**src/rtl/d_sram_bridge.sv**
```systemverilog
// Data-port bridge: turns one M-stage load/store into exactly one SRAM-like
// req/addr_ok/data_ok transaction and stalls the pipeline until it retires.
module d_sram_bridge #(
  parameter int ADDR_W = 32,
  parameter int DATA_W = 32
) (
  input  logic              clk,
  input  logic              rst,
  input  logic              cpu_en,
  input  logic [3:0]        cpu_wen,
  input  logic [1:0]        cpu_size,
  input  logic [ADDR_W-1:0] cpu_addr,
  input  logic [DATA_W-1:0] cpu_wdata,
  output logic [DATA_W-1:0] cpu_rdata,
  input  logic              cpu_longest_stall,
  input  logic              flush_except,
  output logic              d_stall,
  output logic              bus_req,
  output logic              bus_wr,
  output logic [1:0]        bus_size,
  output logic [ADDR_W-1:0] bus_addr,
  output logic [DATA_W-1:0] bus_wdata,
  input  logic              bus_addr_ok,
  input  logic              bus_data_ok,
  input  logic [DATA_W-1:0] bus_rdata
);

  typedef enum logic [1:0] {IDLE, ADDR, DATA} state_t;

  state_t              state_q, state_d;
  logic                do_finish_q, do_finish_d;
  logic                discard_q, discard_d;
  logic                wr_q, wr_d;
  logic [1:0]          size_q, size_d;
  logic [ADDR_W-1:0]   addr_q, addr_d;
  logic [DATA_W-1:0]   wdata_q, wdata_d;
  logic [DATA_W-1:0]   rdata_q, rdata_d;
  logic                start;
  logic                complete;

  assign start = cpu_en & ~do_finish_q & ~flush_except & (state_q == IDLE);

  always_comb begin
    state_d     = state_q;
    do_finish_d = do_finish_q;
    discard_d   = discard_q;
    wr_d        = wr_q;
    size_d      = size_q;
    addr_d      = addr_q;
    wdata_d     = wdata_q;
    rdata_d     = rdata_q;
    complete    = 1'b0;

    case (state_q)
      IDLE: begin
        if (start) begin
          addr_d  = cpu_addr;
          wdata_d = cpu_wdata;
          size_d  = cpu_size;
          wr_d    = |cpu_wen;
          state_d = ADDR;
        end
      end
      ADDR: begin
        if (bus_addr_ok) begin
          if (bus_data_ok) complete = 1'b1;
          else             state_d  = DATA;
        end
      end
      DATA: begin
        if (bus_data_ok) complete = 1'b1;
      end
      default: state_d = IDLE;
    endcase

    // An in-flight access cannot be cancelled; remember to drop its result.
    if (state_q != IDLE && flush_except) discard_d = 1'b1;

    // Pipeline advanced (or was flushed while idle): the instruction left M.
    if (!cpu_longest_stall || (state_q == IDLE && flush_except)) do_finish_d = 1'b0;

    if (complete) begin
      state_d = IDLE;
      if (discard_q || flush_except) begin
        discard_d = 1'b0;
      end else begin
        do_finish_d = 1'b1;
        if (!wr_q) rdata_d = bus_rdata;
      end
    end
  end

  always_ff @(posedge clk) begin
    if (rst) begin
      state_q     <= IDLE;
      do_finish_q <= 1'b0;
      discard_q   <= 1'b0;
      wr_q        <= 1'b0;
      size_q      <= 2'd0;
      addr_q      <= '0;
      wdata_q     <= '0;
      rdata_q     <= '0;
    end else begin
      state_q     <= state_d;
      do_finish_q <= do_finish_d;
      discard_q   <= discard_d;
      wr_q        <= wr_d;
      size_q      <= size_d;
      addr_q      <= addr_d;
      wdata_q     <= wdata_d;
      rdata_q     <= rdata_d;
    end
  end

  assign bus_req   = (state_q == ADDR);
  assign bus_wr    = wr_q;
  assign bus_size  = size_q;
  assign bus_addr  = addr_q;
  assign bus_wdata = wdata_q;
  assign cpu_rdata = rdata_q;
  assign d_stall   = start | (state_q != IDLE);

endmodule

```
**config.mk**
```make
export PLATFORM = sky130hd
export DESIGN_NAME = d_sram_bridge
export DESIGN_NICKNAME = d
export VERILOG_FILES = /design/src/rtl/d_sram_bridge.sv
export SDC_FILE = /design/constraint.sdc
export NUM_CORES = 1
export LEC_CHECK = 0
export ABC_AREA = 1
export CAP_MARGIN = 5
export CORE_ASPECT_RATIO = 1.5
export CORE_MARGIN = 4
export CORE_UTILIZATION = 42
export DETAILED_ROUTE_END_ITERATION = 7
export PLACE_DENSITY = 0.95
export RECOVER_POWER = 50
export SLEW_MARGIN = 20
export SYNTH_ARGS = -nofsm -noshare
export SYNTH_HDL_FRONTEND = slang
export SYNTH_SLANG_ARGS = --single-unit
export TNS_END_PERCENT = 10
```
**constraint.sdc**
```tcl
create_clock -name clk -period 3.5 [get_ports clk]
set_input_delay 0.7 -clock clk [delete_from_list [all_inputs] [get_ports clk]]
set_output_delay 0.7 -clock clk [all_outputs]
set_load 0.005 [all_outputs]
```
# Word level (Yosys, flattened, before mapping)
# Cells that the tools add are included.
# W data, S select, Z words.
[totals] output_inout_bits=101 regBits=103 word_cells=47 in_bits=109
[classes] bitwise=9 n_mux=13 eq_ne=5 reduce_logical=12
[op_table] op="$mux W1" n=8
[op_table] op="$mux W2" n=3
[op_table] op="$pmux W2 S3" n=1
[op_table] op="$not A1 Y1" n=5
[op_table] op="$ne A2 B2 Y1 const B" n=2
[op_table] op="$reduce_and A4 Y1" n=1
[op_table] op="$reduce_or A4 Y1" n=1
[op_table] op="$and A1 B1 Y1" n=3
[op_table] op="$reduce_and A3 Y1" n=1
[op_table] op="$eq A2 B1 Y1 const B" n=1
[op_table] op="$eq A2 B2 Y1 const B" n=1
[op_table] op="$logic_and A1 B1 Y1" n=2
[op_table] op="$logic_not A2 Y1" n=1
[op_table] op="$logic_or A1 B1 Y1" n=2
[op_table] op="$ne A2 B1 Y1 const B" n=1
[op_table] op="$pmux W1 S2" n=1
[op_table] op="$reduce_and A2 Y1" n=1
[op_table] op="$reduce_bool A2 Y1" n=1
[op_table] op="$reduce_or A2 Y1" n=1
[op_table] op="$logic_not A1 Y1" n=1
[op_table] op="$or A1 B1 Y1" n=1

# Longest topological paths before layout
# Gate-level depths: netlist of the first run.
[logic_depth] word_depth=6 depth_mapped=9 ltp_nobuf=8

# Worst setup path before layout of the first run
# OpenSTA, ideal clock, no wires.
[synth_path] path_kind="input to output" from="input flush_except" to="output d_stall" n_path_buf=0 stages=3 arrival_time_ns=0.972 slack_ns=1.828 t_required_ns=2.800 cell_sequence="inv_2 -> nand3_4 -> nand2_1"
[synth_between] elab_chain_cells=4
[synth_rtl] element="start, declared" line="16" source="input logic flush_except,"
[synth_rtl] element="$not A1 Y1" line="41" source="assign start = cpu_en & ~do_finish_q & ~flush_except & (state_q == IDLE);"
[synth_rtl] element="$and A1 B1 Y1 (2 in a row)" line="41"
[synth_rtl] element="$or A1 B1 Y1" line="121" source="assign d_stall = start | (state_q != IDLE);"
[synth_rtl] element="end, declared" line="17" source="output logic d_stall,"
# No other way between the ends.

# Worst setup path after layout of the first run
# Same ends and word-level chain as after synthesis.

==> results of run 1 <==
==> cell families (layout without fill, tap and decap cells) <==
| family | after synthesis | count (layout) | synth area share, % |
|---|---|---|---|
| adders and majority gates | 3 | 3 | 0.983 |
| AOI/OAI and AO/OA | 104 | 104 | 14.0 |
| buffers and inverters | 42 | 239 | 7.01 |
| DFF | 103 | 103 | 54.0 |
| and+or+nand+nor | 219 | 219 | 24.0 |
==> sequential cells by signal, summed over array words and instances (netlist names) <==
name	count
bus_wdata	32
state_q	2
bus_size	2
do_finish_q	1
bus_wr	1
cpu_rdata	32
discard_q	1
bus_addr	32
==> worst min-delay path, delay by kind of cell (launching register included) <==
kind,cells,cell delay (ns)
flops,1,0.32
simple gates,2,0.13
==> power by group through the flow <==
| stage | registers (W) | clock network (W) | logic, W |
|---|---|---|---|
| after floorplan | 0.00146 | 0 | 0.000431 |
| after global placement | 0.00144 | 0 | 0.000921 |
| after detailed placement | 0.00145 | 0 | 0.000961 |
| after CTS | 0.00143 | 0.00107 | 0.000969 |
| after global routing | 0.00144 | 0.00113 | 0.000987 |
| final | 0.00142 | 0.00105 | 0.000893 |
==> worst min-delay path by stage <==
stage,end,cells past startpoint,start,slack (ns)
after CTS,cpu_rdata[22],2,cpu_rdata[22],0.49
after floorplan,do_finish_q,2,do_finish_q,0.47
after global placement,cpu_rdata[29],2,cpu_rdata[29],0.46
after detailed placement,cpu_rdata[22],2,cpu_rdata[22],0.48
after global routing,cpu_rdata[2],2,cpu_rdata[2],0.51
final,cpu_rdata[20],2,cpu_rdata[20],0.48
==> stage by stage <==
stage / total power (W) / setup WS (ns) / hold WS, ns / area, um^2
global route: 0.00356 / 0.679 / 0.507 / 6150
CTS: 0.00347 / 0.755 / 0.491 / 6170
floorplan: 0.00189 / 1.83 / 0.469 / 3820
finish: 0.00337 / 0.752 / 0.484 / 6150
detailed placement: 0.00242 / 0.764 / 0.477 / 5850
global placement: 0.00236 / 0.770 / 0.465 / 5850
==> cell usage in the layout, fill, tap and decap left out <==
| cell | instances |
|---|---|
| sky130_fd_sc_hd__clkbuf_8 | 1 |
| sky130_fd_sc_hd__nor3_1 | 2 |
| sky130_fd_sc_hd__o21ai_0 | 89 |
| sky130_fd_sc_hd__dfxtp_1 | 103 |
| sky130_fd_sc_hd__o211ai_1 | 1 |
| sky130_fd_sc_hd__buf_4 | 3 |
| sky130_fd_sc_hd__inv_1 | 8 |
| sky130_fd_sc_hd__ha_1 | 3 |
| sky130_fd_sc_hd__nor2_2 | 20 |
| sky130_fd_sc_hd__clkbuf_1 | 2 |
| sky130_fd_sc_hd__inv_4 | 1 |
| sky130_fd_sc_hd__nor4_1 | 1 |
| sky130_fd_sc_hd__nor2_8 | 1 |
| sky130_fd_sc_hd__nor2_1 | 180 |
| sky130_fd_sc_hd__nand3_4 | 1 |
| sky130_fd_sc_hd__bufinv_16 | 2 |
| sky130_fd_sc_hd__nand2_2 | 1 |
| sky130_fd_sc_hd__clkbuf_16 | 9 |
| sky130_fd_sc_hd__nand4_1 | 1 |
| sky130_fd_sc_hd__nand3b_1 | 1 |
| sky130_fd_sc_hd__inv_2 | 2 |
| sky130_fd_sc_hd__nand3_1 | 1 |
| sky130_fd_sc_hd__o21ai_1 | 10 |
| sky130_fd_sc_hd__clkinvlp_4 | 1 |
| sky130_fd_sc_hd__a21oi_1 | 4 |
| sky130_fd_sc_hd__clkdlybuf4s50_1 | 110 |
| sky130_fd_sc_hd__clkinv_2 | 1 |
| sky130_fd_sc_hd__nand2_1 | 10 |
| sky130_fd_sc_hd__dlygate4sd3_1 | 99 |
==> cell type report <==
cell class	instances	area share (%)
Sequential cell	103	33.5
Inverter	12	0.793
Multi-Input combinational cell	326	24.0
Clock buffer	12	4.00
Tap cell	110	2.24
Timing Repair Buffer	212	34.4
Clock inverter	3	1.10
==> layer usage <==
layer / vias to the layer above / GRT usage (%) / part of all wire, %
li1: 1888 / - / -
met1: 1774 / 23.0 / 39
met2: 152 / 38.6 / 52
met3: 26 / 6.49 / 6.6
met4: 0 / 8.76 / 2.5
met5: - / 0 / 0
==> qor.yml, run 1 <==
outcome: "finished clean"
timing.final.max_slew_violations: 0
cts.hold.buffers_added: 0
drt-initial-drc-count: 167
worstReg2RegStart: "state_q[0]"
critPathCapture: "d_stall"
cp_num_buf_inv: 3
fraction_of_final_layout_cells_sized_beyond_drive_strength_1_pct: 6.44
synth.yosys.warnings: 0
crit_path_end_kind: "output port"
critical_path_class: "in2out"
ys_seq_area_share_pct: 54.0
slew_headroom_pct: 48.5
cts_resized: 0
n_antenna_cell: 0
post_cts_setup_repair_buffer_count: 0
wirelength_mm: 11.7
fmaxAchievable_ghz: 0.364
asyncSetResetFlopFracSynth_pct: 0
sequential_cell_area_mm2: 0.00206
synth_top_cells_by_area: "sky130_fd_sc_hd__dfxtp_1 54%, sky130_fd_sc_hd__nor2_1 18%, sky130_fd_sc_hd__o21ai_0 12%"
synth.lib_cells_used.distinct: 27
post-route-util_pct: 69.7
drt_drc_violations_left: 0
share_of_total_power_in_combinational_logic_pct: 26.5
total_power_density_per_cell_area_mw_per_mm2: 547
ir_worst_vdd_mv: 0.344
critical_path_stages: 5
period_needed_ns: 2.75
path_cells: "clkdlybuf4s50_1, inv_2, nand3_4, nand2_1, clkdlybuf4s50_1"
mappedNetlistNets: 583
setup_viol_count_final: 0
hp-class: "reg2reg"
cap_viol_max_count: 0
global_route_wire_length_before_repair_mm: 18.7
fin_crit_sh_pct: 78.5
total_clock_buffers_created_by_cts: 9
critical_path.top_delay_family: "buffers and inverters"
coreArea_mm2: 0.00883
post_synth.cell_area_avg_um2: 8.11
grt_antenna_before_repair: 0
gp_congestion: 0.832
floorplan.initialDensity_pct: 43.3
cts-htree-levels: 3
nNetsFinal: 776
power_frac_clock_pct: 31.2
p_sw_share_pct: 27.5
r2r_cells: 8
portBuffers: 209
synth_edf_count: 0
timing.critical_path.mode_cell: "sky130_fd_sc_hd__clkdlybuf4s50_1"
worstPathMaxFanout: 4
post-synth-top-area-fraction_pct: 54.0
p_seq_share_pct: 42.3
layoutNonFillerInstCount: 778
worst-endpoint-required_ns: 2.80
postSynthCellCount: 471
cts.path.max_buffers: 2
hold_viol_final: 0
sum_neg_setup_slack_ns: 0
route.detailed.wl_per_inst_um: 15.1
power.internal_w: 0.00244
netsw_w: 0.000925
ys_top_cells_by_count: "180 x sky130_fd_sc_hd__nor2_1, 103 x sky130_fd_sc_hd__dfxtp_1, 89 x sky130_fd_sc_hd__o21ai_0"
num_vias: 3840
biggest_cell_delay_along_the_critical_path_ns: 0.53
synthToLayoutAreaGrowth_pct: 61.2
ioPinCount: 210
die_x_extent_um: 85.9
clock-root-buffer: "sky130_fd_sc_hd__clkbuf_16"
post-dp-hpwl_mm: 8.77
first_global_vias: 3924
dieArea_mm2: 0.0107
globalRouteTotalUtil_pct: 21.6
maximum_number_of_pins_on_one_net_before_global_route_repair: 67
grt-ovfl-total: 0
numPlacedInstances: 763
multiInputGateArea_mm2: 0.00148
cts_tree: "done"
synth_seq_cells: 103
setup_repair_after_global_routing_missed_its_margin: "no"
clk_pin_slew_ns: 0.07
startpoint_type: "input port"
slowest_library_cell_on_the_worst_path: "sky130_fd_sc_hd__clkdlybuf4s50_1"
cp_data_arrival_time_ns: 2.05
ys_dominant_reg_cell: "sky130_fd_sc_hd__dfxtp_1"
worstReg2RegEnd: "cpu_rdata[16]"
timing.clock.skew_ns: 0.00606
library_cell_with_the_largest_summed_area_after_synthesis: "sky130_fd_sc_hd__dfxtp_1"
die_height_um: 125
setup.reg_to_reg.worst_slack_ns: 1.17
clock_sinks: 103
timing_worst_slew_pin_value_ns: 0.773
placement_rows: 42
vias_per_cell: 4.94
num-fill-cells: 640
netlist_area_mm2: 0.00382
drt_pass1_iterations: 4
synth.most_common_cell: "sky130_fd_sc_hd__nor2_1"
insertion_delay_ns: 0.33
detail-route-antenna-nets: 0
power.static_leakage_nw: 2.73
critPathLaunch: "flush_except"
Note: power is estimated with default switching activity, not from simulation.
==> inputs of run 2 (changes only) <==
--- a/config.mk
+++ b/config.mk
@@ -9,9 +9,9 @@
 export CAP_MARGIN = 5
 export CORE_ASPECT_RATIO = 1.5
 export CORE_MARGIN = 4
-export CORE_UTILIZATION = 42
+export CORE_UTILIZATION = 35
 export DETAILED_ROUTE_END_ITERATION = 7
-export PLACE_DENSITY = 0.95
+export PLACE_DENSITY = 0.88
 export RECOVER_POWER = 50
 export SLEW_MARGIN = 20
 export SYNTH_ARGS = -nofsm -noshare
==> constraint.sdc (replaced) <==
create_clock -name clk -period 2.5 [get_ports clk]
set_input_delay 0.5 -clock clk [delete_from_list [all_inputs] [get_ports clk]]
set_output_delay 0.5 -clock clk [all_outputs]
set_load 0.005 [all_outputs]
==> qor.yml, run 2 (synthesized netlist as in run 1, its figures left out) <==
outcome: "finished clean"
clock-root-buffer: "sky130_fd_sc_hd__clkbuf_16"
floorplan.initialDensity_pct: 35.9
netsw_w: 0.00131
power_total_w: 0.00465
total_power_density_per_cell_area_mw_per_mm2: 746
worstReg2RegStart: "state_q[1]"
p_sw_share_pct: 28.3
coreArea_mm2: 0.0106
cts-htree-levels: 3
grt-ovfl-total: 0
hp-class: "reg2reg"
sum_neg_setup_slack_ns: 0
timing.hold.worst.start: "cpu_rdata[27]"
setup_repair_after_global_routing_missed_its_margin: "no"
first_global_vias: 3885
period_needed_ns: 2.05
die_height_um: 136
maximum_number_of_pins_on_one_net_before_global_route_repair: 67
drt-initial-drc-count: 163
ioPinCount: 210
grt_antenna_before_repair: 0
dieArea_mm2: 0.0127
global_route_wire_length_before_repair_mm: 18.3
worstPathMaxFanout: 4
p_seq_share_pct: 42.9
cp_data_arrival_time_ns: 1.55
cts_resized: 0
dp_worst_setup_slack_ns: 0.0964
cts_tree: "done"
numPlacedInstances: 799
route.detailed.wl_per_inst_um: 14.5
vias_per_cell: 4.67
timing_worst_slew_pin_value_ns: 0.787
crit_path_end_kind: "output port"
n_antenna_cell: 0
power.static_leakage_nw: 2.75
insertion_delay_ns: 0.34
total_clock_buffers_created_by_cts: 9
layout.cells.most_common: "sky130_fd_sc_hd__nor2_1"
num_vias: 3802
worst-endpoint-required_ns: 2.00
post-dp-hpwl_mm: 8.91
drt_drc_violations_left: 0
ir_worst_vdd_mv: 0.358
clock_sinks: 103
layoutNonFillerInstCount: 815
clk_pin_slew_ns: 0.06
slew_headroom_pct: 47.6
share_of_total_power_in_combinational_logic_pct: 27.2
fin_crit_sh_pct: 82.1
die_x_extent_um: 93.3
portBuffers: 209
gp_congestion: 0.766
power_frac_clock_pct: 29.9
wirelength_mm: 11.8
cap_viol_max_count: 0
cts.hold.buffers_added: 0
timing.final.max_slew_violations: 0
placement_rows: 46
num-fill-cells: 925
nNetsFinal: 778
timing.clock.skew_ns: 0.00879
setup_viol_count_final: 0
hold_path_end: "cpu_rdata[27]"
worstReg2RegEnd: "cpu_rdata[8]"
r2r_cells: 8
globalRouteTotalUtil_pct: 18.0
final_critical_path_setup_slack_ns: 0.447
post_cts_setup_repair_buffer_count: 0
startpoint_type: "flop"
worstHoldPathCells: 2
hold_viol_final: 0
setup.reg_to_reg.worst_slack_ns: 0.55
layout_common_cells: "180 x sky130_fd_sc_hd__nor2_1, 110 x sky130_fd_sc_hd__clkdlybuf4s50_1, 103 x sky130_fd_sc_hd__dfxtp_1, 98 x sky130_fd_sc_hd__dlygate4sd3_1, 89 x sky130_fd_sc_hd__o21ai_0"
detail-route-antenna-nets: 0
holdWs_ns: 0.481
cts.path.max_buffers: 2
fraction_of_final_layout_cells_sized_beyond_drive_strength_1_pct: 6.86
fmaxAchievable_ghz: 0.487
drt_pass1_iterations: 5
synthToLayoutAreaGrowth_pct: 63.1
power.internal_w: 0.00333
critical_path_class: "reg2out"
## run 2: cell count changes in the layout (fill, tap and decap cells not counted)
cell	previous run	this run
sky130_fd_sc_hd__dlygate4sd3_1	99	98
sky130_fd_sc_hd__clkinv_4	0	2
sky130_fd_sc_hd__bufinv_16	2	1
sky130_fd_sc_hd__buf_12	0	2
sky130_fd_sc_hd__dlymetal6s2s_1	0	1
## run 2: metal layers
metal | wire length (um) | GRT usage, % | part of all wire, % | vias to the layer above
li1 | - | - | - | 1891
met1 | 4340 | 18.8 | 37 | 1737
met2 | 6290 | 33.2 | 53 | 152
met3 | 867 | 4.82 | 7.3 | 22
met4 | 320 | 7.82 | 2.7 | 0
met5 | 0 | 0 | 0 | -
## run 2: how the worst max path moves through the flow
stage | startpoint | endpoint | slack, ns | depth (start not counted)
global route | state_q[0] | cpu_rdata[31] | 0.33 | 8
CTS | flush_except | d_stall | 0.09 | 5
floorplan | state_q[0] | cpu_rdata[10] | 1.10 | 8
detailed placement | flush_except | d_stall | 0.1 | 5
finish | state_q[1] | bus_req | 0.45 | 3
global placement | flush_except | d_stall | 0.12 | 5
## run 2: critical path, cell delays in order, from the launching register on
cell                              delay [ns]
sky130_fd_sc_hd__dfxtp_1                0.32
sky130_fd_sc_hd__inv_1                  0.10
sky130_fd_sc_hd__ha_1                   0.23
sky130_fd_sc_hd__clkdlybuf4s50_1        0.58
## run 2: layout make-up
class                           count  area (um^2)  area share (%)
Timing Repair Buffer              214         2160            34.6
Sequential cell                   103         2060            33.1
Multi-Input combinational cell    326         1480            23.7
Clock buffer                       12          246            3.96
Tap cell                          144          180            2.89
Clock inverter                      4         55.1           0.884
Inverter                           12         48.8           0.784
## run 2: power by group through the flow
stage / logic, W / registers [W] / clock network (W)
6_report: 0.00126 / 0.00199 / 0.00139
5_1_grt: 0.00139 / 0.00202 / 0.00151
4_1_cts: 0.00138 / 0.00200 / 0.00144
3_5_place_dp: 0.00137 / 0.00204 / 0
3_3_place_gp: 0.00131 / 0.00202 / 0
2_1_floorplan: 0.000604 / 0.00205 / 0
## run 2: stage by stage
step                utilization (%)  cell area (um^2)
detailed placement             55.7              5930
global route                   58.5              6230
floorplan                         -              3820
finish                         58.5              6230
CTS                            58.6              6240
global placement               55.7              5930
